### config.mk
export PLATFORM = sky130hd
export DESIGN_NAME = tl_link_arbiter_flat
export DESIGN_NICKNAME = d
export VERILOG_FILES = /design/src/rtl/tl_ul_pkg.sv /design/src/rtl/tl_link_arbiter_if.sv /design/src/rtl/tl_src_slot.sv /design/src/rtl/tl_link_arbiter.sv /design/src/flat_wrapper.sv
export SDC_FILE = /design/constraint.sdc
export NUM_CORES = 1
export LEC_CHECK = 0
export ABC_AREA = 1
export CORE_UTILIZATION = 48
export CTS_CLUSTER_DIAMETER = 30
export DETAILED_ROUTE_END_ITERATION = 12
export PLACE_DENSITY = 0.9
export SKIP_CTS_REPAIR_TIMING = 1
export SLEW_MARGIN = 20
export SYNTH_ARGS = -nofsm -noshare
export SYNTH_HDL_FRONTEND = slang
export SYNTH_SLANG_ARGS = --single-unit
export TNS_END_PERCENT = 10
### constraint.sdc
create_clock -name clk -period 4.1 [get_ports clk]
set_input_delay 0.82 -clock clk [delete_from_list [all_inputs] [get_ports clk]]
set_output_delay 0.82 -clock clk [all_outputs]
set_load 0.01 [all_outputs]
### src/rtl/tl_ul_pkg.sv
// Shared TileLink-UL field layout, opcodes, source IDs and slot state
// for the IF/MEM link arbiter.
package tl_ul_pkg;

    localparam int A_W      = 55;
    localparam int D_W      = 47;
    localparam int A_ADDR_W = 10;
    localparam int A_DATA_W = 32;

    localparam int A_OPC_LSB   = 52;
    localparam int A_PARAM_LSB = 49;
    localparam int A_SIZE_LSB  = 46;
    localparam int A_SRC_LSB   = 44;
    localparam int A_ADDR_LSB  = 34;
    localparam int A_DATA_LSB  = 2;
    localparam int A_VALID_BIT = 1;

    localparam int D_OPC_LSB   = 44;
    localparam int D_PARAM_LSB = 42;
    localparam int D_SIZE_LSB  = 37;
    localparam int D_SRC_LSB   = 35;
    localparam int D_ERR_BIT   = 34;
    localparam int D_DATA_LSB  = 2;
    localparam int D_VALID_BIT = 1;

    localparam logic [2:0] OP_GET      = 3'b100;
    localparam logic [2:0] OP_PUT_FULL = 3'b000;
    localparam logic [2:0] OP_ACK      = 3'b000;
    localparam logic [2:0] OP_ACK_DATA = 3'b001;
    localparam logic [2:0] A_SIZE_WORD = 3'b010;

    localparam logic [1:0] SRC_IF  = 2'd0;
    localparam logic [1:0] SRC_MEM = 2'd1;

    typedef enum logic [1:0] {
        SLOT_IDLE,
        SLOT_ISSUE,
        SLOT_WAIT,
        SLOT_DONE
    } slot_state_e;

    // Builds a valid A beat; param is always 0 and bit 0 is always 0.
    function automatic logic [A_W-1:0] pack_a(input logic [2:0]          opc,
                                              input logic [1:0]          src,
                                              input logic [A_ADDR_W-1:0] addr,
                                              input logic [A_DATA_W-1:0] data);
        pack_a = {opc, 3'b000, A_SIZE_WORD, src, addr, data, 1'b1, 1'b0};
    endfunction

endpackage

### src/rtl/tl_link_arbiter_if.sv
// Memory-side TileLink-UL link: registered A beat out, D beat in.
interface tl_link_arbiter_if;
    import tl_ul_pkg::*;

    logic [A_W-1:0] a_channel;
    logic           a_ready;
    logic [D_W-1:0] d_channel;
    logic           d_ready;

    modport master (output a_channel, output d_ready, input a_ready, input d_channel);
    modport slave  (input a_channel, input d_ready, output a_ready, output d_channel);

endinterface

### src/rtl/tl_src_slot.sv
// One requester's slot: IDLE/ISSUE/WAIT/DONE FSM, A beat captured at grant,
// response timeout and the done/err/rdata registers seen by the requester.
module tl_src_slot
    import tl_ul_pkg::*;
#(
    parameter int         ADDR_W  = 10,
    parameter int         DATA_W  = 32,
    parameter int         TIMEOUT = 255,
    parameter logic [1:0] SRC     = 2'd0
) (
    input  logic              clk,
    input  logic              rst_n,
    input  logic              req,
    input  logic              we,
    input  logic [ADDR_W-1:0] addr,
    input  logic [DATA_W-1:0] wdata,
    input  logic              grant,
    input  logic              a_ready,
    input  logic              d_hit,
    input  logic [2:0]        d_opcode,
    input  logic              d_error,
    input  logic [DATA_W-1:0] d_data,
    output slot_state_e       state_o,
    output logic [A_W-1:0]    beat_o,
    output logic              done_o,
    output logic              err_o,
    output logic [DATA_W-1:0] rdata_o
);

    localparam logic [7:0] TO_LAST = 8'(TIMEOUT - 1);

    slot_state_e       state_q, state_d;
    logic [A_W-1:0]    beat_q, beat_d;
    logic [7:0]        cnt_q, cnt_d;
    logic              done_q, done_d;
    logic              err_q, err_d;
    logic [DATA_W-1:0] rdata_q, rdata_d;
    logic [2:0]        exp_opc;

    assign exp_opc = (beat_q[A_OPC_LSB +: 3] == OP_GET) ? OP_ACK_DATA : OP_ACK;

    always_comb begin
        state_d = state_q;
        beat_d  = beat_q;
        cnt_d   = cnt_q;
        done_d  = 1'b0;
        err_d   = 1'b0;
        rdata_d = rdata_q;
        case (state_q)
            SLOT_IDLE: begin
                if (req && grant) begin
                    state_d = SLOT_ISSUE;
                    beat_d  = pack_a(we ? OP_PUT_FULL : OP_GET, SRC, addr,
                                     we ? wdata : '0);
                end
            end
            SLOT_ISSUE: begin
                if (a_ready) begin
                    state_d = SLOT_WAIT;
                    cnt_d   = '0;
                end
            end
            SLOT_WAIT: begin
                // A real response wins over a timeout landing on the same edge.
                if (d_hit) begin
                    state_d = SLOT_DONE;
                    done_d  = 1'b1;
                    err_d   = d_error || (d_opcode != exp_opc);
                    rdata_d = d_data;
                end else if (cnt_q == TO_LAST) begin
                    state_d = SLOT_DONE;
                    done_d  = 1'b1;
                    err_d   = 1'b1;
                    rdata_d = '0;
                end else begin
                    cnt_d = cnt_q + 8'd1;
                end
            end
            SLOT_DONE: state_d = SLOT_IDLE;
            default:   state_d = SLOT_IDLE;
        endcase
    end

    always_ff @(posedge clk) begin
        if (!rst_n) begin
            state_q <= SLOT_IDLE;
            beat_q  <= '0;
            cnt_q   <= '0;
            done_q  <= 1'b0;
            err_q   <= 1'b0;
            rdata_q <= '0;
        end else begin
            state_q <= state_d;
            beat_q  <= beat_d;
            cnt_q   <= cnt_d;
            done_q  <= done_d;
            err_q   <= err_d;
            rdata_q <= rdata_d;
        end
    end

    assign state_o = state_q;
    assign beat_o  = beat_q;
    assign done_o  = done_q;
    assign err_o   = err_q;
    assign rdata_o = rdata_q;

endmodule

### src/rtl/tl_link_arbiter.sv
// Shares one TileLink-UL link between instruction fetch (source 0) and the
// LW/SW port (source 1): round-robin A issue, D routing by source, protocol flag.
module tl_link_arbiter
    import tl_ul_pkg::*;
#(
    parameter int ADDR_W  = 10,
    parameter int DATA_W  = 32,
    parameter int TIMEOUT = 255
) (
    input  logic                  clk,
    input  logic                  rst_n,
    input  logic                  if_req,
    input  logic [ADDR_W-1:0]     if_addr,
    output logic [DATA_W-1:0]     if_rdata,
    output logic                  if_done,
    output logic                  if_err,
    input  logic                  mem_req,
    input  logic                  mem_we,
    input  logic [ADDR_W-1:0]     mem_addr,
    input  logic [DATA_W-1:0]     mem_wdata,
    output logic [DATA_W-1:0]     mem_rdata,
    output logic                  mem_done,
    output logic                  mem_err,
    tl_link_arbiter_if.master     link,
    output logic                  proto_err
);

    logic [1:0]        slot_req, slot_we, slot_grant, slot_hit, slot_done, slot_err;
    logic [1:0]        slot_elig, slot_issue, slot_wait;
    logic [ADDR_W-1:0] slot_addr  [2];
    logic [DATA_W-1:0] slot_wdata [2];
    logic [DATA_W-1:0] slot_rdata [2];
    logic [A_W-1:0]    slot_beat  [2];
    slot_state_e       slot_state [2];

    logic              rr_q, rr_d;
    logic              proto_q, proto_d;
    logic              issue_free, d_fire, d_ready_w;
    logic [1:0]        d_src;
    logic [A_W-1:0]    a_channel_w;
    logic              d_unused;

    assign slot_req   = {mem_req, if_req};
    assign slot_we    = {mem_we, 1'b0};
    assign slot_addr  = '{if_addr, mem_addr};
    assign slot_wdata = '{'0, mem_wdata};

    assign d_src  = link.d_channel[D_SRC_LSB +: 2];
    assign d_fire = link.d_channel[D_VALID_BIT] && d_ready_w;

    genvar gi;
    generate
        for (gi = 0; gi < 2; gi++) begin : g_slot
            assign slot_elig[gi]  = slot_req[gi] && (slot_state[gi] == SLOT_IDLE);
            assign slot_issue[gi] = (slot_state[gi] == SLOT_ISSUE);
            assign slot_wait[gi]  = (slot_state[gi] == SLOT_WAIT);
            assign slot_hit[gi]   = d_fire && (d_src == 2'(gi)) && slot_wait[gi];

            tl_src_slot #(
                .ADDR_W  (ADDR_W),
                .DATA_W  (DATA_W),
                .TIMEOUT (TIMEOUT),
                .SRC     (2'(gi))
            ) u_slot (
                .clk      (clk),
                .rst_n    (rst_n),
                .req      (slot_req[gi]),
                .we       (slot_we[gi]),
                .addr     (slot_addr[gi]),
                .wdata    (slot_wdata[gi]),
                .grant    (slot_grant[gi]),
                .a_ready  (link.a_ready),
                .d_hit    (slot_hit[gi]),
                .d_opcode (link.d_channel[D_OPC_LSB +: 3]),
                .d_error  (link.d_channel[D_ERR_BIT]),
                .d_data   (link.d_channel[D_DATA_LSB +: DATA_W]),
                .state_o  (slot_state[gi]),
                .beat_o   (slot_beat[gi]),
                .done_o   (slot_done[gi]),
                .err_o    (slot_err[gi]),
                .rdata_o  (slot_rdata[gi])
            );
        end
    endgenerate

    // A slot leaving ISSUE this edge frees the channel, so the other can follow back-to-back.
    assign issue_free = (slot_issue == 2'b00) || link.a_ready;

    always_comb begin
        slot_grant = 2'b00;
        rr_d       = rr_q;
        if (issue_free) begin
            if (slot_elig == 2'b11) begin
                slot_grant = rr_q ? 2'b10 : 2'b01;
                rr_d       = ~rr_q;
            end else begin
                slot_grant = slot_elig;
            end
        end
    end

    always_comb begin
        a_channel_w = '0;
        if (slot_issue[0]) begin
            a_channel_w = slot_beat[0];
        end else if (slot_issue[1]) begin
            a_channel_w = slot_beat[1];
        end
    end

    assign d_ready_w = |slot_wait;
    // Any accepted beat that no waiting slot claims is a protocol violation.
    assign proto_d   = proto_q || (d_fire && (slot_hit == 2'b00));
    assign d_unused  = ^{link.d_channel[D_PARAM_LSB +: 2], link.d_channel[D_SIZE_LSB +: 5],
                         link.d_channel[0]};

    always_ff @(posedge clk) begin
        if (!rst_n) begin
            rr_q    <= 1'b0;
            proto_q <= 1'b0;
        end else begin
            rr_q    <= rr_d;
            proto_q <= proto_d;
        end
    end

    assign link.a_channel = a_channel_w;
    assign link.d_ready   = d_ready_w;
    assign proto_err      = proto_q;
    assign if_done        = slot_done[0];
    assign if_err         = slot_err[0];
    assign if_rdata       = slot_rdata[0];
    assign mem_done       = slot_done[1];
    assign mem_err        = slot_err[1];
    assign mem_rdata      = slot_rdata[1];

endmodule

### src/flat_wrapper.sv
// flat-port wrapper written by rule: the top's interface ports become plain ports
module tl_link_arbiter_flat import tl_ul_pkg::*;
#(
    parameter int ADDR_W  = 10,
    parameter int DATA_W  = 32,
    parameter int TIMEOUT = 255
)
  (clk, rst_n, if_req, if_addr, if_rdata, if_done, if_err, mem_req, mem_we, mem_addr, mem_wdata, mem_rdata, mem_done, mem_err, proto_err, link_a_channel, link_d_ready, link_a_ready, link_d_channel);
  tl_link_arbiter_if link_i ();
  input  logic clk;
  input  logic rst_n;
  input  logic if_req;
  input  logic [ADDR_W-1:0] if_addr;
  output logic [DATA_W-1:0] if_rdata;
  output logic if_done;
  output logic if_err;
  input  logic mem_req;
  input  logic mem_we;
  input  logic [ADDR_W-1:0] mem_addr;
  input  logic [DATA_W-1:0] mem_wdata;
  output logic [DATA_W-1:0] mem_rdata;
  output logic mem_done;
  output logic mem_err;
  output logic proto_err;
  output wire logic [$bits(link_i.a_channel)-1:0] link_a_channel;
  output wire logic [$bits(link_i.d_ready)-1:0] link_d_ready;
  input wire logic [$bits(link_i.a_ready)-1:0] link_a_ready;
  input wire logic [$bits(link_i.d_channel)-1:0] link_d_channel;
  assign link_a_channel = link_i.a_channel;
  assign link_d_ready = link_i.d_ready;
  assign link_i.a_ready = link_a_ready;
  assign link_i.d_channel = link_d_channel;
  tl_link_arbiter #(.ADDR_W(ADDR_W), .DATA_W(DATA_W), .TIMEOUT(TIMEOUT)) u_core (.clk(clk), .rst_n(rst_n), .if_req(if_req), .if_addr(if_addr), .if_rdata(if_rdata), .if_done(if_done), .if_err(if_err), .mem_req(mem_req), .mem_we(mem_we), .mem_addr(mem_addr), .mem_wdata(mem_wdata), .mem_rdata(mem_rdata), .mem_done(mem_done), .mem_err(mem_err), .link(link_i), .proto_err(proto_err));
endmodule
# Word-level counts from Yosys, hierarchy flattened

Index checks and enable logic that the tools add are counted.

Bits in registers: 150
Input bits: 105
Output and inout bits: 125
Logic and storage cells: 110

$add $sub $neg: 2
Equal/unequal tests: 23
Mux-type cells: 35
Bitwise gates (word level): 1
Reductions and logical operators: 35

Operators with widths:

| cell                                                                   | number |
|---|---|
| 32-bit two-way mux                                                     | 5 |
| 55-bit two-way mux                                                     | 2 |
| 8-bit two-way mux                                                      | 5 |
| 8-bit case mux with 2 select lines                                     | 2 |
| 2-bit two-way mux                                                      | 10 |
| 8-bit by 1-bit adder with 8-bit output (second input constant)         | 2 |
| 8-bit equality test (second input constant)                            | 2 |
| 2-bit inequality test (second input constant)                          | 8 |
| 2-bit case mux with 4 select lines                                     | 2 |
| 2-bit AND reduction                                                    | 7 |
| 2-bit equality test (second input constant)                            | 5 |
| 1-bit logical AND                                                      | 10 |
| 2-bit zero test                                                        | 5 |
| 1-bit two-way mux                                                      | 8 |
| 4-bit AND reduction                                                    | 2 |
| 2-bit nonzero test                                                     | 4 |
| 2-bit by 1-bit equality test with 1-bit output (second input constant) | 3 |
| 3-bit by 1-bit inequality test with 1-bit output                       | 2 |
| 3-bit inequality test (second input constant)                          | 2 |
| 3-bit AND reduction                                                    | 2 |
| 1-bit logical OR                                                       | 4 |
| 3-bit equality test (second input constant)                            | 1 |
| 3-bit two-way mux                                                      | 1 |
| 2-bit OR reduction                                                     | 1 |
| 1-bit NOT                                                              | 1 |

# Depth between registers and ports, before layout

Word-level depth: 8
Depth in mapped cells: 12
Mapped depth without buffers: 11

# Hierarchy

A second synthesis with hierarchy kept.

Cells, all modules: 1,100
Area, all modules: 8,175.3 um^2

Modules (own cells, without submodules):

| module                                 | times used | cells each | area an instance (um^2) | sequential area each (um^2) |
|---|---|---|---|---|
| tl_src_slot at u_core.g_slot[0].u_slot | 1          | 437        | 3,604.7                 | 1,761.7 |
| tl_src_slot at u_core.g_slot[1].u_slot | 1          | 437        | 3,519.6                 | 1,761.7 |
| tl_link_arbiter                        | 1          | 226        | 1,051.0                 | 40.0 |

# Worst setup path before layout

OpenSTA, ideal clock, no wires.

Path type: reg2out
Start: register u_core.g_slot[0].u_slot.state_q[1]
End: output link_a_channel[47]
Arrival: 1.267 ns
Required time: 3.280 ns
Slack: 2.013 ns
Cell stages (with the launch flop): 8
Path buffers: 2
Path through: dfxtp_1 > inv_1 > ha_1 > buf_6 > inv_2 > nand2_1 > o22ai_1 > buf_4

Word-level cells in the longest chain between the ends: 2

RTL lines:

| element                                        | RTL line               | RTL |
|---|---|---|
| start, declared                                | tl_src_slot.sv:32      | `slot_state_e state_q, state_d;` |
| start signal, assigned                         | tl_src_slot.sv:93      | `state_q <= state_d;` |
| 2-bit by 1-bit equality test with 1-bit output | tl_link_arbiter.sv:55  | `assign slot_issue[gi] = (slot_state[gi] == SLOT_ISSUE);` |
| 55-bit two-way mux                             | tl_link_arbiter.sv:104 | `if (slot_issue[0]) begin` |
| end, declared                                  | flat_wrapper.sv:25     | `output wire logic [$bits(link_i.a_channel)-1:0] link_a_channel;` |

Every way passes these cells.

# Worst setup path after layout

Ends and elaborated chain as after synthesis.

==> flow_summary.yaml <==
status:
  status: "finished clean"
pwr:
  p_per_area_mw_per_mm2: 496
  intPower_w: 0.00288
  p_sw_w: 0.00148
  switching_share: 0.338
  seqPwrFrac: 0.373
  leakagePower_nw: 3.26
  vdd_ir_drop_max_v: 0.000378
  clkPwrFrac: 0.325
  combPwrFrac: 0.303
hold_path:
  min_delay_path_depth: 2
  holdCritStartpoint: "u_core.proto_err"
  hp-class: "reg -> reg"
  hold_end: "u_core.proto_err"
timing:
  finalMaxSlewViolations: 0
  setup_tns_ns: 0
  grt_setup_unrepaired: "no"
  final_hold_viol_count: 0
  finClkSkew_ns: 0.00671
  tightest_slew_ns: 0.779
  max_freq_mhz: 272
  setup_viol: 0
  min_period_ns: 3.68
  min_period_over_period: 0.897
  slew_headroom: 0.479
floorplan:
  coreArea_mm2: 0.0126
  placementRows: 41
  pin_count: 230
  start_util: 0.494
  design.die.area_mm2: 0.0134
  die_x_um: 116
  die_y_um: 116
worst_setup_path:
  crit_path_end_kind: "primary output"
  critPathMaxStageDelay_ns: 0.61
  rr_worst_depth: 9
  r2r_end: "u_core.g_slot[1].u_slot.beat_o[19]"
  timing.rr.start: "u_core.g_slot[1].u_slot.state_o[1]"
  cp_max_fo: 34
  cp.arrival_ns: 2.86
  crit_path_cell_trace: "inv_1 -> ha_1 -> buf_4 -> inv_2 -> nand2_1 -> o22ai_1 -> clkdlybuf4s50_1"
  critical_path_class: "reg -> out"
  critical_path_required_ns: 3.28
  rrSetupSlack_ns: 1.58
  cp_slowest_cell: "clkdlybuf4s50_1"
  worstSetupStartpointType: "flip-flop"
placement:
  placed_cell_area_mm2: 0.00825
  port_buffers: 212
  placedCellCount: 1167
  gp_congestion: 0.831
  post-dp-hpwl_um: 10700
grt:
  grt_pass1_wl_um: 25100
  grt_pass1_vias: 5173
  grt_max_degree: 64
  antenna_found_initial: 0
  grt.overflow.total: 0
  grt_use_total: 0.240
logic_synthesis:
  ys_warn_count: 0
  syn_area_mm2: 0.00623
  avgSynthCellArea_um2: 7.50
  ys_ff_latch: 145
  yosysSeqAreaShare: 0.466
  async_flop_share: 0
  synth_cell_types: 32
  yosysTopAreaCell: "dfxtp_1"
  synthCells: 830
  synth_flop_cell: "dfxtp_1"
  synth-edff-count: 0
  ys_top_cells_by_area: "dfxtp_1 47%, nand2_1 13%, a21oi_1 8.0%, nor2_1 6.2%, a22oi_1 3.9%"
  synth_top_area_frac: 0.466
layout:
  final_common_cell: "nand2_1"
  diodes: 0
  fin_cells: 1199
  nets: 1130
  multi_input_area_mm2: 0.00273
  drive_above_1_share: 0.0555
  final_cell_mix: "221 x nand2_1, 212 x clkdlybuf4s50_1, 145 x dfxtp_1"
  nFillCells: 1002
  areaGrowthSynthToFinish_pct: 41.2
  regArea_mm2: 0.00290
  finalInstanceArea_mm2: 0.00879
clock_network:
  htree_num_levels: 4
  clock_latency_ns: 0.42
  cts_buffers: 17
  clockBufferDepth: 2
  cts_num_sinks: 145
  path_clk_slew_ns: 0.06
  cts_root_buffer: "clkbuf_16"
  cts_tree: "yes"
route:
  wl_per_cell_um: 13.6
  avgViaCountPerCell: 5.01
  drtAntennaViolNets: 0
  first_pass_iters: 6
  vias: 6006
  drcViolationCount: 0
  drt_iter0_markers: 456
  wirelength_um: 16300
run:
  max_cap_violations: 0
-- final cells by class --
type | instances | area share
Inverter | 62 | 0.0266
Timing Repair Buffer | 217 | 0.247
Sequential cell | 145 | 0.330
Tap cell | 172 | 0.0245
Clock inverter | 11 | 0.0102
Clock buffer | 21 | 0.0512
Multi-Input combinational cell | 571 | 0.310
-- Yosys cell counts, types with 5 or more instances --
library cell and count:
a21oi_1 100, o22ai_1 12, inv_1 56, dfxtp_1 145, nand2_1 221, ha_1 11
xor2_1 5, inv_2 6, buf_6 11, nor2_1 103, nand3_1 25, o21ai_0 23
clkbuf_1 25, buf_4 22, a22oi_1 32
-- metrics by stage --
step / worst slack, ns / power (W) / util / hold WS [ns]
4_1_cts: 0.414 / 0.00438 / 0.697 / 0.450
3_3_place_gp: 1.00 / 0.00292 / 0.654 / 0.438
5_1_grt: 0.248 / 0.00461 / 0.697 / 0.464
3_5_place_dp: 0.952 / 0.00296 / 0.654 / 0.441
2_1_floorplan: 2.01 / 0.00260 / - / 0.430
6_report: 0.420 / 0.00436 / 0.697 / 0.449
-- power groups by stage --
stage               Clock (W)  Sequential (W)  Combinational, W
global placement            0         0.00165           0.00128
finish                0.00141         0.00162           0.00132
detailed placement          0         0.00165           0.00130
global route          0.00150         0.00164           0.00147
CTS                   0.00144         0.00162           0.00132
floorplan                   0         0.00164          0.000956
-- critical path: cells and delay by family, from the launching register on --
| kind | cells | cell delay, ns |
|---|---|---|
| adder cells (fa/ha/maj) | 1 | 0.19 |
| AO/OA/AOI/OAI | 1 | 0.38 |
| buffers and inverters | 4 | 1.22 |
| AND/OR/NAND/NOR | 1 | 0.32 |
| flip-flops | 1 | 0.33 |
-- metal layers --
layer | vias up | global-route usage | share of wire
li1 | 3034 | - | -
met1 | 2764 | 0.284 | 0.42
met2 | 189 | 0.402 | 0.49
met3 | 19 | 0.0905 | 0.079
met4 | 0 | 0.0744 | 0.014
met5 | - | 0 | 0
-- sequential cells by signal (all words and copies together), names as in the netlist --
signal / cells
u_core.rr_q: 1
u_core.g_slot.u_slot.state_o: 4
u_core.g_slot.u_slot.rdata_o: 64
u_core.g_slot.u_slot.cnt_q: 16
u_core.g_slot.u_slot.done_o: 2
u_core.proto_err: 1
u_core.g_slot.u_slot.err_o: 2
u_core.g_slot.u_slot.beat_o: 55
-- how the worst max path moves through the flow --
stage	depth (start not counted)	endpoint	slack, ns	from
2_1_floorplan	7	link_a_channel[47]	2.01	u_core.g_slot[0].u_slot.state_o[1]
3_3_place_gp	7	link_a_channel[47]	1.00	u_core.g_slot[0].u_slot.state_o[1]
3_5_place_dp	7	link_a_channel[47]	0.95	u_core.g_slot[0].u_slot.state_o[1]
4_1_cts	7	link_a_channel[47]	0.41	u_core.g_slot[0].u_slot.state_o[1]
5_1_grt	7	link_a_channel[47]	0.25	u_core.g_slot[0].u_slot.state_o[1]
6_report	7	link_a_channel[47]	0.42	u_core.g_slot[0].u_slot.state_o[1]
-- cells by family (layout without fill, tap and decap cells) --
logic type	Yosys count	in the layout	synth area share
AND/OR/NAND/NOR	369	369	0.240
AO/OA/AOI/OAI	175	175	0.161
flip-flops	145	145	0.466
buffers and inverters	122	311	0.100
adder cells (fa/ha/maj)	11	11	0.0221
XOR/XNOR	7	7	0.00984
other	1	9	0.000602
No activity file was read; power rests on OpenSTA's default activity.
